$ cat src/rtl/mem_arbiter_if.sv
// Bus bundle between the fetch/data request ports, the arbiter and the single-ported RAM.
// master is the arbiter's view; slave is the datapath-plus-RAM environment's view.
interface mem_arbiter_if;
  logic        iREN;
  logic [31:0] iaddr;
  logic [31:0] iload;
  logic        iwait;
  logic        dREN;
  logic        dWEN;
  logic [31:0] daddr;
  logic [31:0] dstore;
  logic [31:0] dload;
  logic        dwait;
  logic        ramREN;
  logic        ramWEN;
  logic [31:0] ramaddr;
  logic [31:0] ramstore;
  logic [31:0] ramload;
  logic [1:0]  ramstate;
  logic        dgrant;
  logic        timeout;

  modport master (
    input  iREN, iaddr, dREN, dWEN, daddr, dstore, ramload, ramstate,
    output iload, iwait, dload, dwait, ramREN, ramWEN, ramaddr, ramstore,
           dgrant, timeout
  );

  modport slave (
    output iREN, iaddr, dREN, dWEN, daddr, dstore, ramload, ramstate,
    input  iload, iwait, dload, dwait, ramREN, ramWEN, ramaddr, ramstore,
           dgrant, timeout
  );
endinterface

$ cat src/rtl/mem_arbiter.sv
// Single-transaction arbiter of instruction fetch and data access onto one RAM port.
// Data has priority, bounded by a streak limit; a watchdog aborts unresponsive serves.
module mem_arbiter #(
  parameter int unsigned MAX_DSTREAK = 4,
  parameter int unsigned TIMEOUT_CYC = 64
) (
  input logic          CLK,
  input logic          nRST,
  mem_arbiter_if.master bus
);

  localparam int unsigned SW = (MAX_DSTREAK < 1) ? 1 : $clog2(MAX_DSTREAK + 1);
  localparam int unsigned WW = (TIMEOUT_CYC < 2) ? 1 : $clog2(TIMEOUT_CYC);
  localparam logic [SW-1:0] SMAX = SW'(MAX_DSTREAK);
  localparam logic [WW-1:0] WMAX = WW'(TIMEOUT_CYC - 1);

  typedef enum logic [1:0] {IDLE, SERVE_I, SERVE_D} state_t;
  typedef enum logic [1:0] {RAM_FREE, RAM_BUSY, RAM_ACCESS, RAM_ERROR} ram_state_t;

  state_t      state, next_state;
  logic [SW-1:0] streak, next_streak;
  logic [WW-1:0] wdog, next_wdog;
  logic        timeout_q, next_timeout;
  logic        dgrant_q;

  ram_state_t  rs;
  logic        dreq;
  logic        owner_req;
  logic        done;
  logic        i_done, d_done;
  logic        ram_ren, ram_wen;
  logic [31:0] ram_addr, ram_store;

  assign rs   = ram_state_t'(bus.ramstate);
  assign dreq = bus.dREN | bus.dWEN;

  always_ff @(posedge CLK) begin
    if (!nRST) begin
      state     <= IDLE;
      streak    <= '0;
      wdog      <= '0;
      timeout_q <= 1'b0;
      dgrant_q  <= 1'b0;
    end else begin
      state     <= next_state;
      streak    <= next_streak;
      wdog      <= next_wdog;
      timeout_q <= next_timeout;
      dgrant_q  <= (next_state == SERVE_D);
    end
  end

  always_comb begin
    next_state   = state;
    next_streak  = streak;
    next_wdog    = wdog;
    next_timeout = timeout_q;
    owner_req    = 1'b0;
    done         = 1'b0;
    ram_ren      = 1'b0;
    ram_wen      = 1'b0;
    ram_addr     = '0;
    ram_store    = '0;

    case (state)
      IDLE: begin
        next_wdog = '0;
        if (dreq && !(bus.iREN && streak == SMAX)) next_state = SERVE_D;
        else if (bus.iREN)                         next_state = SERVE_I;
        else                                       next_streak = '0;
      end
      SERVE_I: begin
        owner_req = bus.iREN;
        ram_ren   = bus.iREN;
        ram_addr  = bus.iaddr;
      end
      SERVE_D: begin
        owner_req = dreq;
        ram_addr  = bus.daddr;
        ram_store = bus.dstore;
        ram_wen   = bus.dWEN;
        ram_ren   = bus.dREN & ~bus.dWEN;
      end
      default: next_state = IDLE;
    endcase

    // Shared serve-state sequencing: abort, completion, then watchdog/error.
    if (state == SERVE_I || state == SERVE_D) begin
      if (!owner_req) begin
        next_state = IDLE;
      end else if (rs == RAM_ACCESS) begin
        done       = 1'b1;
        next_state = IDLE;
        next_wdog  = '0;
        if (state == SERVE_D && bus.iREN)
          next_streak = (streak == SMAX) ? SMAX : streak + 1'b1;
        else
          next_streak = '0;
      end else begin
        next_wdog = wdog + 1'b1;
        if (rs == RAM_ERROR || wdog == WMAX) begin
          next_timeout = 1'b1;
          next_state   = IDLE;
          next_wdog    = '0;
        end
      end
    end

    // Reset takes effect on the outputs immediately, not only after the edge.
    if (!nRST) begin
      done    = 1'b0;
      ram_ren = 1'b0;
      ram_wen = 1'b0;
      ram_addr  = '0;
      ram_store = '0;
    end
  end

  assign i_done = done && (state == SERVE_I);
  assign d_done = done && (state == SERVE_D);

  assign bus.iload    = bus.ramload;
  assign bus.dload    = bus.ramload;
  assign bus.iwait    = bus.iREN & ~i_done;
  assign bus.dwait    = dreq & ~d_done;
  assign bus.ramREN   = ram_ren;
  assign bus.ramWEN   = ram_wen;
  assign bus.ramaddr  = ram_addr;
  assign bus.ramstore = ram_store;
  assign bus.dgrant   = dgrant_q;
  assign bus.timeout  = timeout_q;

endmodule

$ cat src/flat_wrapper.sv
// flat-port wrapper written by rule: the top's interface ports become plain ports
module mem_arbiter_flat 
#(
  parameter int unsigned MAX_DSTREAK = 4,
  parameter int unsigned TIMEOUT_CYC = 64
)
  (CLK, nRST, bus_iREN, bus_iaddr, bus_dREN, bus_dWEN, bus_daddr, bus_dstore, bus_ramload, bus_ramstate, bus_iload, bus_iwait, bus_dload, bus_dwait, bus_ramREN, bus_ramWEN, bus_ramaddr, bus_ramstore, bus_dgrant, bus_timeout);
  mem_arbiter_if bus_i ();
  input logic CLK;
  input logic nRST;
  input wire logic [$bits(bus_i.iREN)-1:0] bus_iREN;
  input wire logic [$bits(bus_i.iaddr)-1:0] bus_iaddr;
  input wire logic [$bits(bus_i.dREN)-1:0] bus_dREN;
  input wire logic [$bits(bus_i.dWEN)-1:0] bus_dWEN;
  input wire logic [$bits(bus_i.daddr)-1:0] bus_daddr;
  input wire logic [$bits(bus_i.dstore)-1:0] bus_dstore;
  input wire logic [$bits(bus_i.ramload)-1:0] bus_ramload;
  input wire logic [$bits(bus_i.ramstate)-1:0] bus_ramstate;
  output wire logic [$bits(bus_i.iload)-1:0] bus_iload;
  output wire logic [$bits(bus_i.iwait)-1:0] bus_iwait;
  output wire logic [$bits(bus_i.dload)-1:0] bus_dload;
  output wire logic [$bits(bus_i.dwait)-1:0] bus_dwait;
  output wire logic [$bits(bus_i.ramREN)-1:0] bus_ramREN;
  output wire logic [$bits(bus_i.ramWEN)-1:0] bus_ramWEN;
  output wire logic [$bits(bus_i.ramaddr)-1:0] bus_ramaddr;
  output wire logic [$bits(bus_i.ramstore)-1:0] bus_ramstore;
  output wire logic [$bits(bus_i.dgrant)-1:0] bus_dgrant;
  output wire logic [$bits(bus_i.timeout)-1:0] bus_timeout;
  assign bus_i.iREN = bus_iREN;
  assign bus_i.iaddr = bus_iaddr;
  assign bus_i.dREN = bus_dREN;
  assign bus_i.dWEN = bus_dWEN;
  assign bus_i.daddr = bus_daddr;
  assign bus_i.dstore = bus_dstore;
  assign bus_i.ramload = bus_ramload;
  assign bus_i.ramstate = bus_ramstate;
  assign bus_iload = bus_i.iload;
  assign bus_iwait = bus_i.iwait;
  assign bus_dload = bus_i.dload;
  assign bus_dwait = bus_i.dwait;
  assign bus_ramREN = bus_i.ramREN;
  assign bus_ramWEN = bus_i.ramWEN;
  assign bus_ramaddr = bus_i.ramaddr;
  assign bus_ramstore = bus_i.ramstore;
  assign bus_dgrant = bus_i.dgrant;
  assign bus_timeout = bus_i.timeout;
  mem_arbiter #(.MAX_DSTREAK(MAX_DSTREAK), .TIMEOUT_CYC(TIMEOUT_CYC)) u_core (.CLK(CLK), .nRST(nRST), .bus(bus_i));
endmodule
$ cat config.mk
export PLATFORM = sky130hd
export DESIGN_NAME = mem_arbiter_flat
export DESIGN_NICKNAME = d
export VERILOG_FILES = /design/src/rtl/mem_arbiter_if.sv /design/src/rtl/mem_arbiter.sv /design/src/flat_wrapper.sv
export SDC_FILE = /design/constraint.sdc
export NUM_CORES = 1
export LEC_CHECK = 0
export ABC_AREA = 1
export BUFFER_PORTS_ARGS = -buffer_cell sky130_fd_sc_hd__buf_2
export CAP_MARGIN = 10
export CORE_AREA = 2 2 105 107
export CTS_CLUSTER_SIZE = 25
export DETAILED_ROUTE_END_ITERATION = 16
export DIE_AREA = 0 0 107 109
export PLACE_DENSITY = 0.54
export SLEW_MARGIN = 40
export SYNTH_ARGS = -nofsm -noshare
export SYNTH_HDL_FRONTEND = slang
export SYNTH_SLANG_ARGS = --single-unit
$ cat constraint.sdc
create_clock -name CLK -period 1.89 [get_ports CLK]
set_input_delay 0.567 -clock CLK [delete_from_list [all_inputs] [get_ports CLK]]
set_output_delay 0.567 -clock CLK [all_outputs]
set_load 0.02 [all_outputs]
Yosys cells after proc, flatten, opt, wreduce, memory -nomap -nowiden
Cells that the tools add are included.
Widths: inputs -> output; s select.
{ "op_classes": {"add_sub_neg": 2, "multipliers": 0, "div": 0, "order_cmp": 0, "eq_ne": 7, "shift": 0, "mux": 33, "bitwise_logic": 8, "reduce_logical": 11} }
{ "op_table": {"columns": ["op", "n"], "rows": [
  ["$mux 32", 3],
  ["$pmux 32 s2", 1],
  ["$mux 6", 5],
  ["$mux 3", 8],
  ["$mux 2", 6],
  ["$eq 2x2->1 const B", 4],
  ["$mux 1", 7],
  ["$add 6x1->6 const B", 1],
  ["$eq 6x6->1 const B", 1],
  ["$logic_and 1x1->1", 5],
  ["$not 1->1", 4],
  ["$pmux 1 s2", 2],
  ["$pmux 2 s2", 1],
  ["$reduce_and 4->1", 1],
  ["$add 3x1->3 const B", 1],
  ["$and 1x1->1", 3],
  ["$eq 3x3->1 const B", 1],
  ["$eq 2x1->1 const B", 1],
  ["$logic_not 2->1", 1],
  ["$logic_or 1x1->1", 2],
  ["$reduce_or 2->1", 1],
  ["$logic_not 1->1", 1],
  ["$or 1x1->1", 1]
]} }
{ "word_totals": {"ff_bits": 13, "latch_bits": 0, "mem_bits_rw": 0, "romBits": 0, "inputBits": 135, "out_inout_bits": 134, "n_memories": 0} }

Depth between registers and ports, before layout
Gate-level depths: netlist of run 1.
{ "logic_depth": {"word_depth": 11, "mapped_depth": 11, "ltp_nobuf": 10} }

Least setup slack after synthesis of run 1
Ideal clock, no wire load.
{ "synth_path": {"path_type": "reg2out", "from": "register u_core.state[0]", "to": "output port bus_ramaddr[10]", "arrival_ns": 1.419, "required_ns": 1.323, "slack_ns": -0.096, "stages_incl_launch_ff": 6, "path_buffers": 1, "cell_sequence": "dfxtp_1 -> inv_1 -> ha_1 -> nand2_1 -> buf_2 -> a21oi_1"} }
{ "synth_via": {"elab_chain_len": 3, "elab_cells_between_ends": 4, "classes_between": "eq/ne (2); mux (2)"} }
{ "synth_lines": {"columns": ["element", "line_no", "rtl"], "rows": [
  ["from (decl)", "mem_arbiter.sv:20", "state_t state, next_state;"],
  ["from (signal assigned)", "mem_arbiter.sv:45", "state <= next_state;"],
  ["$eq 2x2->1 / $eq 2x1->1 (equally long branches)", "mem_arbiter.sv:65", "case (state)"],
  ["$pmux 32 s2 (*)", "mem_arbiter.sv:65", null],
  ["$mux 32 (*)", "mem_arbiter.sv:110", "if (!nRST) begin"],
  ["to (decl)", "flat_wrapper.sv:25", "output wire logic [$bits(bus_i.ramaddr)-1:0] bus_ramaddr;"]
]} }
Mark *: on every way between the ends. The rest lies on a longest branch, timed or not.

Final worst setup path of run 1
{ "layout_path": {"from": "register u_core.state[1]", "to": "output port bus_ramaddr[0]"} }
Same word-level chain as after synthesis.

==> results of run 1 <==
## cell type report
type                       instances  share of cell area (%)
timing repair buffer             197                    41.9
multi-input combinational        227                    37.6
sequential                        13                    8.08
inverter                          50                    5.81
tap                              140                    5.28
clock buffer                       4                    1.36
## how the worst max path moves through the flow
stage,slack [ns],startpoint,cells past startpoint,end
2_1_floorplan,-0.1,u_core.state[0]$_SDFF_PN0_,5,bus_ramaddr[10]
3_3_place_gp,-0.22,u_core.state[0]$_SDFF_PN0_,6,bus_ramaddr[0]
3_5_place_dp,-0.20,u_core.state[0]$_SDFF_PN0_,6,bus_ramaddr[0]
4_1_cts,-0.17,u_core.state[0]$_SDFF_PN0_,6,bus_ramaddr[0]
5_1_grt,-0.25,u_core.state[1]$_SDFF_PN0_,6,bus_ramaddr[9]
6_report,-0.18,u_core.state[1]$_SDFF_PN0_,6,bus_ramaddr[0]
## flip-flops by register name, summed over array words and instances (netlist names)
signal and count:
u_core.state 2, u_core.wdog 6, u_core.bus.timeout 1, u_core.streak 3
u_core.bus.dgrant 1
## cells by family (layout without fill, tap and decap cells)
kind of cell    count (synthesis)  count (layout)  share of synthesized area (%)
simple gates                  175             175                           35.4
buf+inv                       129             251                           36.0
compound gates                 44              44                           11.5
flops                          13              13                           12.7
fa+ha+maj                       6               6                           3.66
xor+xnor                        2               2                          0.854
## cell usage after synthesis, drive strengths merged
cell / number / area [um2]
o21bai: 1 / 11.3
clkbuf: 6 / 22.5
buf: 73 / 528
a31oi: 2 / 12.5
dfxtp: 13 / 260
inv: 50 / 188
nor2: 47 / 189
ha: 6 / 75.1
nand3: 14 / 75.1
or2: 1 / 6.26
o211ai: 1 / 7.51
o21ai: 2 / 10.0
xor2: 2 / 17.5
nand2: 109 / 427
nand4: 1 / 6.26
a21oi: 38 / 194
nand3b: 3 / 22.5
## report_power, final
part           switching [mW]  internal, mW
Combinational           0.659         0.518
Clock                   0.103         0.149
Sequential             0.0158         0.294
Total                   0.778         0.961
## metal layers
metal | share of wire (%) | global-route usage, % | up-vias | wire length (um)
met5 | 0 | 0 | - | 0
met4 | 1.2 | 2.04 | 0 | 97
met3 | 8.1 | 3.29 | 18 | 658
met2 | 51 | 21.6 | 109 | 4180
met1 | 40 | 13.8 | 1145 | 3230
li1 | - | - | 1298 | -
## what timing repair did
item,4_1_cts,5_1_grt
setup endpoints to repair,68,68
cloned,1,2
setup buffers,2,0
pin swaps,1,6
resized for setup,79,58
## critical path, delay by kind of cell, from the launching register on
| kind | cells | cell delay (ns) |
|---|---|---|
| buffers and inverters | 3 | 0.36 |
| adders and majority gates | 1 | 0.28 |
| and+or+nand+nor | 1 | 0.08 |
| DFF | 1 | 0.37 |
| AOI/OAI and AO/OA | 1 | 0.16 |
## per-stage QoR
step	hold slack, ns	TNS [ns]
6_report	0.452	-8.63
5_1_grt	0.498	-14.06
4_1_cts	0.457	-7.84
3_5_place_dp	0.440	-2.37
3_3_place_gp	0.439	-2.55
2_1_floorplan	0.455	-2.88
==> flow_summary_export.csv, run 1 <==
group,metric,value,unit
worst_setup_path,r2r_end,"u_core.bus.dgrant$_SDFF_PN0_",
place,io_buffer_count,172,
clock_network,clock_latency,0.24,ns
global_routing,grt_max_degree,37,
worst_setup_path,cp.arrival,1.50,ns
place,placed_area,2750,um2
timing,final_max_slew_viol_count,0,
worst_hold_path,min-delay-start,"u_core.bus.timeout$_SDFFE_PN0P_",
worst_setup_path,critPathKind,"reg2out",
worst_setup_path,start_kind,"flip-flop",
worst_setup_path,r2r_cells,9,
timing,skew,0.000851,ns
timing,fmax,483,MHz
synthesis,synthCells,369,
worst_setup_path,regToRegStartpoint,"u_core.state[1]$_SDFF_PN0_",
floorplan,die_x,107,um
pwr,peakVddDrop,0.000332,V
outcome,violations,"setup timing",
routing,vias,2570,
finish,fillers,1212,
finish,nNetsFinal,633,
pwr,power,1.74,mW
finish,fin_area,3320,um2
clock_network,cts.sinks,13,
routing,via_per_inst,4.07,
clock_network,path_clk_slew,0.06,ns
finish,antenna_cells,0,
worst_setup_path,critPathMaxStageDelay,0.37,ns
place,place_congestion,0.797,
place,dp_cells,622,
finish,mostFrequentLayoutCells,"buf_2, nand2_1, buf_4, inv_1, nor2_1",
clock_network,cts_root_buffer,"clkbuf_8",
floorplan,die_y,109,um
clock_network,ctsHoldBuffers,0,
global_routing,gr-total-overflow,0,
synthesis,ys_warn_count,0,
timing,fin_ws,-0.181,ns
routing,drt-pass1-iter-count,4,
worst_hold_path,min_path_cells,2,
pwr,power-per-cell-area,524,nW/um2
clock_network,cts_tree,"built",
worst_setup_path,crit_chain,"inv_4, ha_4, nand2_4, buf_12, a21oi_4, buf_6",
global_routing,grt_pass1_vias,2382,
routing,post-route-drc-count,0,
timing,fin_crit,2.07,ns
outcome,status,"complete, but fails checks",
global_routing,antenna_found_initial,0,
synthesis,avgSynthCellArea,5.56,um2
finish,syn2layout_area_growth,61.6,%
flow_run,drv_cap,0,
worst_setup_path,worstPathRequired,1.32,ns
floorplan,coreArea,10600,um2
finish,drive_above_1_share,52.1,%
timing,grt_setup_unrepaired,"yes",
synthesis,synth-seq-cells,13,
clock_network,numCtsBuffers,3,
finish,multi_input_area,1250,um2
timing,fin_crit_sh,110,%
global_routing,grt_pass1_wl,11200,um
place,dpl.hpwl,5940,um
worst_setup_path,cp-end-kind,"output pin",
global_routing,track_usage,11.8,%
floorplan,core.rowCount,38,
worst_hold_path,whs_endpoint,"u_core.bus.timeout$_SDFFE_PN0P_",
synthesis,synth_seq_area_share,12.7,%
timing,hold_viol,0,
routing,route.detailed.wl_per_inst,12.9,um
synthesis,syn_nets,510,
worst_setup_path,critPathMaxFanout,17,
finish,utilization,31.3,%
clock_network,clock_path_buffers,2,
timing,tightest_slew,0.285,ns
synthesis,synth_area,2050,um2
clock_network,cts_max_level,1,
routing,drtAntennaViolNets,0,
floorplan,fp.dieArea,11700,um2
routing,drt-initial-drc-count,119,
routing,drt-total-wl,8170,um
worst_setup_path,worst_path_max_delay_cell,"dfxtp_4",
timing,setup_viol,68,
synthesis,synthDistinctLibCells,26,
worst_setup_path,rrSetupSlack,0.33,ns
floorplan,initial_core_util,19.4,%
timing,slew-limit-headroom,81.0,%
place,dp_slack,-0.204,ns
finish,stdcell_count,631,
worst_hold_path,min_path_type,"reg2reg",
pwr,p_leak,1.74,nW
finish,final_common_cell,"buf_2",
finish,regArea,268,um2
floorplan,pin_count,269,
Power figures use the tool's default switching activity.
==> run 2, diff against run 1 <==
--- a/config.mk
+++ b/config.mk
@@ -13,6 +13,7 @@
 export DETAILED_ROUTE_END_ITERATION = 16
 export DIE_AREA = 0 0 107 109
 export PLACE_DENSITY = 0.54
+export REMOVE_ABC_BUFFERS = 1
 export SLEW_MARGIN = 40
 export SYNTH_ARGS = -nofsm -noshare
 export SYNTH_HDL_FRONTEND = slang
==> flow_summary_export.csv, run 2 (synthesized netlist as in run 1, its figures left out) <==
group,metric,value,unit
global_routing,grt_pass1_vias,2700,
timing,whs,0.445,ns
routing,post-route-drc-count,0,
place,dpl.hpwl,11600,um
outcome,status,"complete, but fails checks",
finish,reg.largest.list,"u_core.wdog: 6 flops, u_core.streak: 3 flops, u_core.state: 2 flops",
worst_setup_path,r2r_end,"u_core.wdog[5]$_SDFF_PN0_",
timing,tightest_slew,0.291,ns
clock_network,cts_max_level,1,
floorplan,die_x,107,um
global_routing,grt_max_degree,34,
finish,fin_area,3280,um2
worst_setup_path,worstPathRequired,1.32,ns
worst_setup_path,worst-path-buf-inv,3,
finish,final_common_cell,"buf_2",
pwr,power,1.70,mW
place,placed_area,2730,um2
timing,fmax,478,MHz
floorplan,core.rowCount,38,
global_routing,grt_pass1_wl,18000,um
worst_setup_path,cp.arrival,1.53,ns
worst_hold_path,min-delay-start,"u_core.bus.timeout$_SDFFE_PN0P_",
clock_network,ctsHoldBuffers,0,
timing,slew-limit-headroom,80.5,%
worst_setup_path,regToRegStartpoint,"u_core.state[0]$_SDFF_PN0_",
clock_network,cts_tree,"built",
timing,fin_crit_sh,111,%
finish,drive_above_1_share,53.0,%
routing,drt-initial-drc-count,202,
timing,fin_crit,2.09,ns
finish,syn2layout_area_growth,59.6,%
worst_hold_path,min_path_type,"reg2reg",
timing,final_max_slew_viol_count,0,
worst_setup_path,critPathKind,"reg2out",
outcome,violations,"setup timing",
worst_setup_path,critical-path-top-delay-family,"buffers and inverters",
clock_network,cts_root_buffer,"clkbuf_8",
routing,vias,2795,
clock_network,numCtsBuffers,3,
clock_network,clock_path_buffers,2,
floorplan,initial_core_util,19.4,%
worst_hold_path,whs_endpoint,"u_core.bus.timeout$_SDFFE_PN0P_",
worst_setup_path,cp-end-kind,"output pin",
global_routing,gr-total-overflow,0,
worst_setup_path,worst_path_max_delay_cell,"dfxtp_4",
timing,skew,0.00818,ns
flow_run,drv_cap,0,
pwr,peakVddDrop,0.000261,V
worst_setup_path,crit_chain,"inv_4, ha_4, nand2_4, buf_16, a21oi_1, buf_4",
finish,largest_register_ffs,6,
place,place_congestion,0.949,
floorplan,coreArea,10600,um2
timing,setup_tns,-9.86,ns
finish,stdcell_count,629,
pwr,power-per-cell-area,519,nW/um2
worst_setup_path,critPathMaxStageDelay,0.38,ns
worst_setup_path,crit_cells,6,
clock_network,cts.sinks,13,
place,dp_cells,623,
finish,mostFrequentLayoutCells,"buf_2, nand2_1, buf_4, inv_1, nor2_1",
timing,grt_setup_unrepaired,"yes",
pwr,p_leak,1.71,nW
finish,nNetsFinal,631,
timing,hold_viol,0,
global_routing,antenna_found_initial,0,
worst_setup_path,start_kind,"flip-flop",
floorplan,pin_count,269,
timing,fin_ws,-0.204,ns
worst_setup_path,critPathMaxFanout,13,
routing,drt-pass1-iter-count,4,
global_routing,track_usage,22.2,%
routing,drtAntennaViolNets,0,
clock_network,path_clk_slew,0.06,ns
worst_hold_path,min_path_cells,2,
clock_network,clock_latency,0.25,ns
worst_setup_path,r2r_cells,8,
finish,antenna_cells,0,
worst_setup_path,rrSetupSlack,0.44,ns
floorplan,die_y,109,um
timing,setup_viol,68,
routing,drt-total-wl,13500,um
routing,via_per_inst,4.44,
routing,route.detailed.wl_per_inst,21.5,um
finish,regMostFlops,"u_core.wdog",
place,io_buffer_count,172,
floorplan,fp.dieArea,11700,um2
==> run 2: cell count changes in the layout (fill, tap and decap cells not counted), moves of 2 or more <==
cell / delta
a21oi_2: -6
a21oi_4: +6
buf_2: +9
buf_4: -10
clkbuf_16: -2
nand2_2: +2
nand2_4: -3
nor2_1: -7
nor2_2: +7
==> run 2: worst max-delay path by stage <==
stage | start | end | slack (ns)
finish | u_core.state[0]$_SDFF_PN0_ | bus_ramaddr[10] | -0.20
detailed placement | bus_ramstate[1] | bus_dwait | -0.12
global route | u_core.state[0]$_SDFF_PN0_ | bus_ramaddr[10] | -0.24
global placement | bus_ramstate[1] | bus_dwait | -0.1
floorplan | u_core.state[0]$_SDFF_PN0_ | bus_ramWEN | -0.95
CTS | u_core.state[0]$_SDFF_PN0_ | bus_ramaddr[15] | -0.20
==> run 2: repair_timing <==
| item | CTS | global route |
|---|---|---|
| gates cloned | 1 | 0 |
| setup buffers | 1 | 0 |
| resized for setup | 94 | 45 |
| endpoints found under the setup margin | 68 | 68 |
| pin swaps | 2 | 1 |
| hold endpoints to repair | 0 | 0 |
==> run 2: report_power, final <==
group          total (mW)  leakage, nW  internal [mW]  switching [mW]
combinational        1.14         1.58          0.480           0.656
sequential          0.304        0.106          0.292          0.0119
clock               0.259       0.0228          0.149           0.110
total                1.70         1.71          0.921           0.778
==> run 2: routing by layer <==
metal / GRT usage, % / wire length, um
met1: 18.8 / 4050
met2: 34.8 / 5720
met3: 14.9 / 2280
met4: 19.1 / 1320
met5: 10.3 / 151
==> run 2: worst register-to-register path: stages (launching register included) <==
cell and delay, ns:
dfxtp_4 0.38, inv_4 0.06, ha_4 0.28, buf_6 0.10
nand2_4 0.05, buf_4 0.16, nor2_4 0.15, nand2_1 0.09
a21oi_2 0.11
==> run 2: layout make-up <==
type	count	area, um2
fill	1148	7330
timing repair buffer	195	1320
multi-input combinational	227	1280
sequential	13	265
inverter	50	190
tap	140	175
clock buffer	4	45.0
==> run 2: stage by stage <==
stage / worst slack, ns / util (%)
after floorplan: -0.953 / -
after global placement: -0.0982 / 25.8
after detailed placement: -0.124 / 25.8
after CTS: -0.200 / 29.3
after global routing: -0.241 / 30.9
final: -0.204 / 30.9
==> run 3, diff against run 2 <==
--- a/config.mk
+++ b/config.mk
@@ -14,6 +14,8 @@
 export DIE_AREA = 0 0 107 109
 export PLACE_DENSITY = 0.54
 export REMOVE_ABC_BUFFERS = 1
+export SETUP_SLACK_MARGIN = 0.3
+export SKIP_LAST_GASP = 1
 export SLEW_MARGIN = 40
 export SYNTH_ARGS = -nofsm -noshare
 export SYNTH_HDL_FRONTEND = slang
==> flow_summary_export.csv, run 3 (synthesized netlist as in run 1, its figures left out) <==
group,metric,value,unit
outcome,status,"complete, but fails checks",
outcome,violations,"setup timing",
place,dpl.hpwl,11600,um
timing,tightest_slew,0.291,ns
timing,slew-limit-headroom,80.5,%
clock_network,path_clk_slew,0.06,ns
finish,largest_register_ffs,6,
timing,grt_setup_unrepaired,"yes",
finish,nNetsFinal,631,
timing,fin_ws,-0.206,ns
global_routing,track_usage,22.2,%
routing,drtAntennaViolNets,0,
pwr,power.switching,780,uW
worst_setup_path,critPathMaxFanout,13,
pwr,p_leak,1.71,nW
finish,mostFrequentLayoutCells,"buf_2, nand2_1, buf_4, inv_1, nor2_1",
timing,fin_crit_sh,111,%
finish,syn2layout_area_growth,59.1,%
timing,whs,0.448,ns
floorplan,die_x,107,um
routing,drt-total-wl,13500,um
floorplan,die_y,109,um
floorplan,pin_count,269,
floorplan,initial_core_util,19.4,%
worst_setup_path,worstPathRequired,1.32,ns
place,dp_slack,-0.124,ns
pwr,switching_share,45.9,%
finish,final_common_cell,"buf_2",
floorplan,core.rowCount,38,
pwr,peakVddDrop,0.000262,V
worst_setup_path,start_kind,"flip-flop",
routing,post-route-drc-count,0,
global_routing,antenna_found_initial,0,
finish,utilization,30.8,%
finish,stdcell_count,629,
timing,hold_viol,0,
timing,fmax,477,MHz
worst_setup_path,critPathKind,"reg2out",
worst_setup_path,cp-end-kind,"output pin",
floorplan,fp.dieArea,11700,um2
global_routing,grt_max_degree,34,
pwr,power-per-cell-area,521,nW/um2
pwr,pwr-share-seq,17.9,%
clock_network,numCtsBuffers,3,
place,dp_cells,623,
global_routing,grt_pass1_wl,18000,um
clock_network,cts.sinks,13,
clock_network,clock_path_buffers,2,
clock_network,cts_max_level,1,
pwr,combPwrFrac,66.7,%
finish,regMostFlops,"u_core.wdog",
timing,fin_crit,2.10,ns
routing,drt-pass1-iter-count,4,
pwr,pwr-share-clk,15.4,%
timing,skew,0.00876,ns
routing,vias,2805,
place,placed_area,2730,um2
place,io_buffer_count,172,
clock_network,clock_latency,0.25,ns
flow_run,drv_cap,0,
finish,fin_area,3260,um2
worst_hold_path,min_path_type,"reg2reg",
routing,route.detailed.wl_per_inst,21.5,um
pwr,intPower,920,uW
timing,setup_tns,-10.11,ns
finish,reg.largest.list,"u_core.wdog: 6 flops, u_core.streak: 3 flops, u_core.state: 2 flops",
clock_network,cts_tree,"built",
place,place_congestion,0.949,
timing,final_max_slew_viol_count,0,
floorplan,coreArea,10600,um2
global_routing,gr-total-overflow,0,
global_routing,grt_pass1_vias,2695,
timing,setup_viol,68,
routing,drt-initial-drc-count,175,
routing,via_per_inst,4.46,
finish,antenna_cells,0,
worst_setup_path,cp.arrival,1.53,ns
finish,drive_above_1_share,52.6,%
pwr,power,1.70,mW
clock_network,cts_root_buffer,"clkbuf_8",
## run 3: cell counts in the layout (fill, tap and decap cells not counted)
No cell type changed its count.
## run 3: repair_timing
item                       in CTS  in global routing
cloned                          1                  0
setup endpoints to repair      68                 68
pin swaps                       2                  1
hold buffers                    0                  0
gates resized for setup        91                 45
setup buffers                   1                  0
## run 3: cell type report
type                    instances  area, um2
fillers                      1152       7340
repair buffers                195       1310
multi-input cells             227       1280
flip-flops and latches         13        265
inverters                      50        190
well taps                     140        175
clock buffers                   4       45.0
## run 3: worst max-delay path, cell delays in order, from the launching register on
cell and delay (ns):
dfxtp_4 0.38, inv_4 0.06, ha_4 0.28, nand2_4 0.08, buf_16 0.17, a21oi_1 0.13, buf_4 0.16
## run 3: per-layer routing
layer | global-route usage, % | vias up | part of all wire, %
met3 | 14.8 | 47 | 16
met2 | 34.6 | 259 | 42
met5 | 10.3 | - | 1.1
met4 | 19.1 | 4 | 9.9
li1 | - | 1292 | -
met1 | 19.0 | 1203 | 31
## run 3: final timing paths
| path | slack, ns | startpoint | depth (start not counted) | end |
|---|---|---|---|---|
| worst min register to register | 0.45 | u_core.bus.timeout$_SDFFE_PN0P_ | 2 | u_core.bus.timeout$_SDFFE_PN0P_ |
| worst min-delay path | 0.45 | u_core.bus.timeout$_SDFFE_PN0P_ | 2 | u_core.bus.timeout$_SDFFE_PN0P_ |
| worst max-delay path | -0.21 | u_core.state[0]$_SDFF_PN0_ | 6 | bus_ramaddr[10] |
| worst max register to register | 0.44 | u_core.state[0]$_SDFF_PN0_ | 8 | u_core.wdog[5]$_SDFF_PN0_ |
## run 3: power groups by stage
stage               sequential [mW]  combinational [mW]  clock [mW]
CTS                           0.304                1.07       0.260
finish                        0.304                1.13       0.262
detailed placement            0.307               0.887           0
global placement              0.307               0.883           0
global route                  0.306                1.23       0.279
floorplan                     0.315               0.462           0
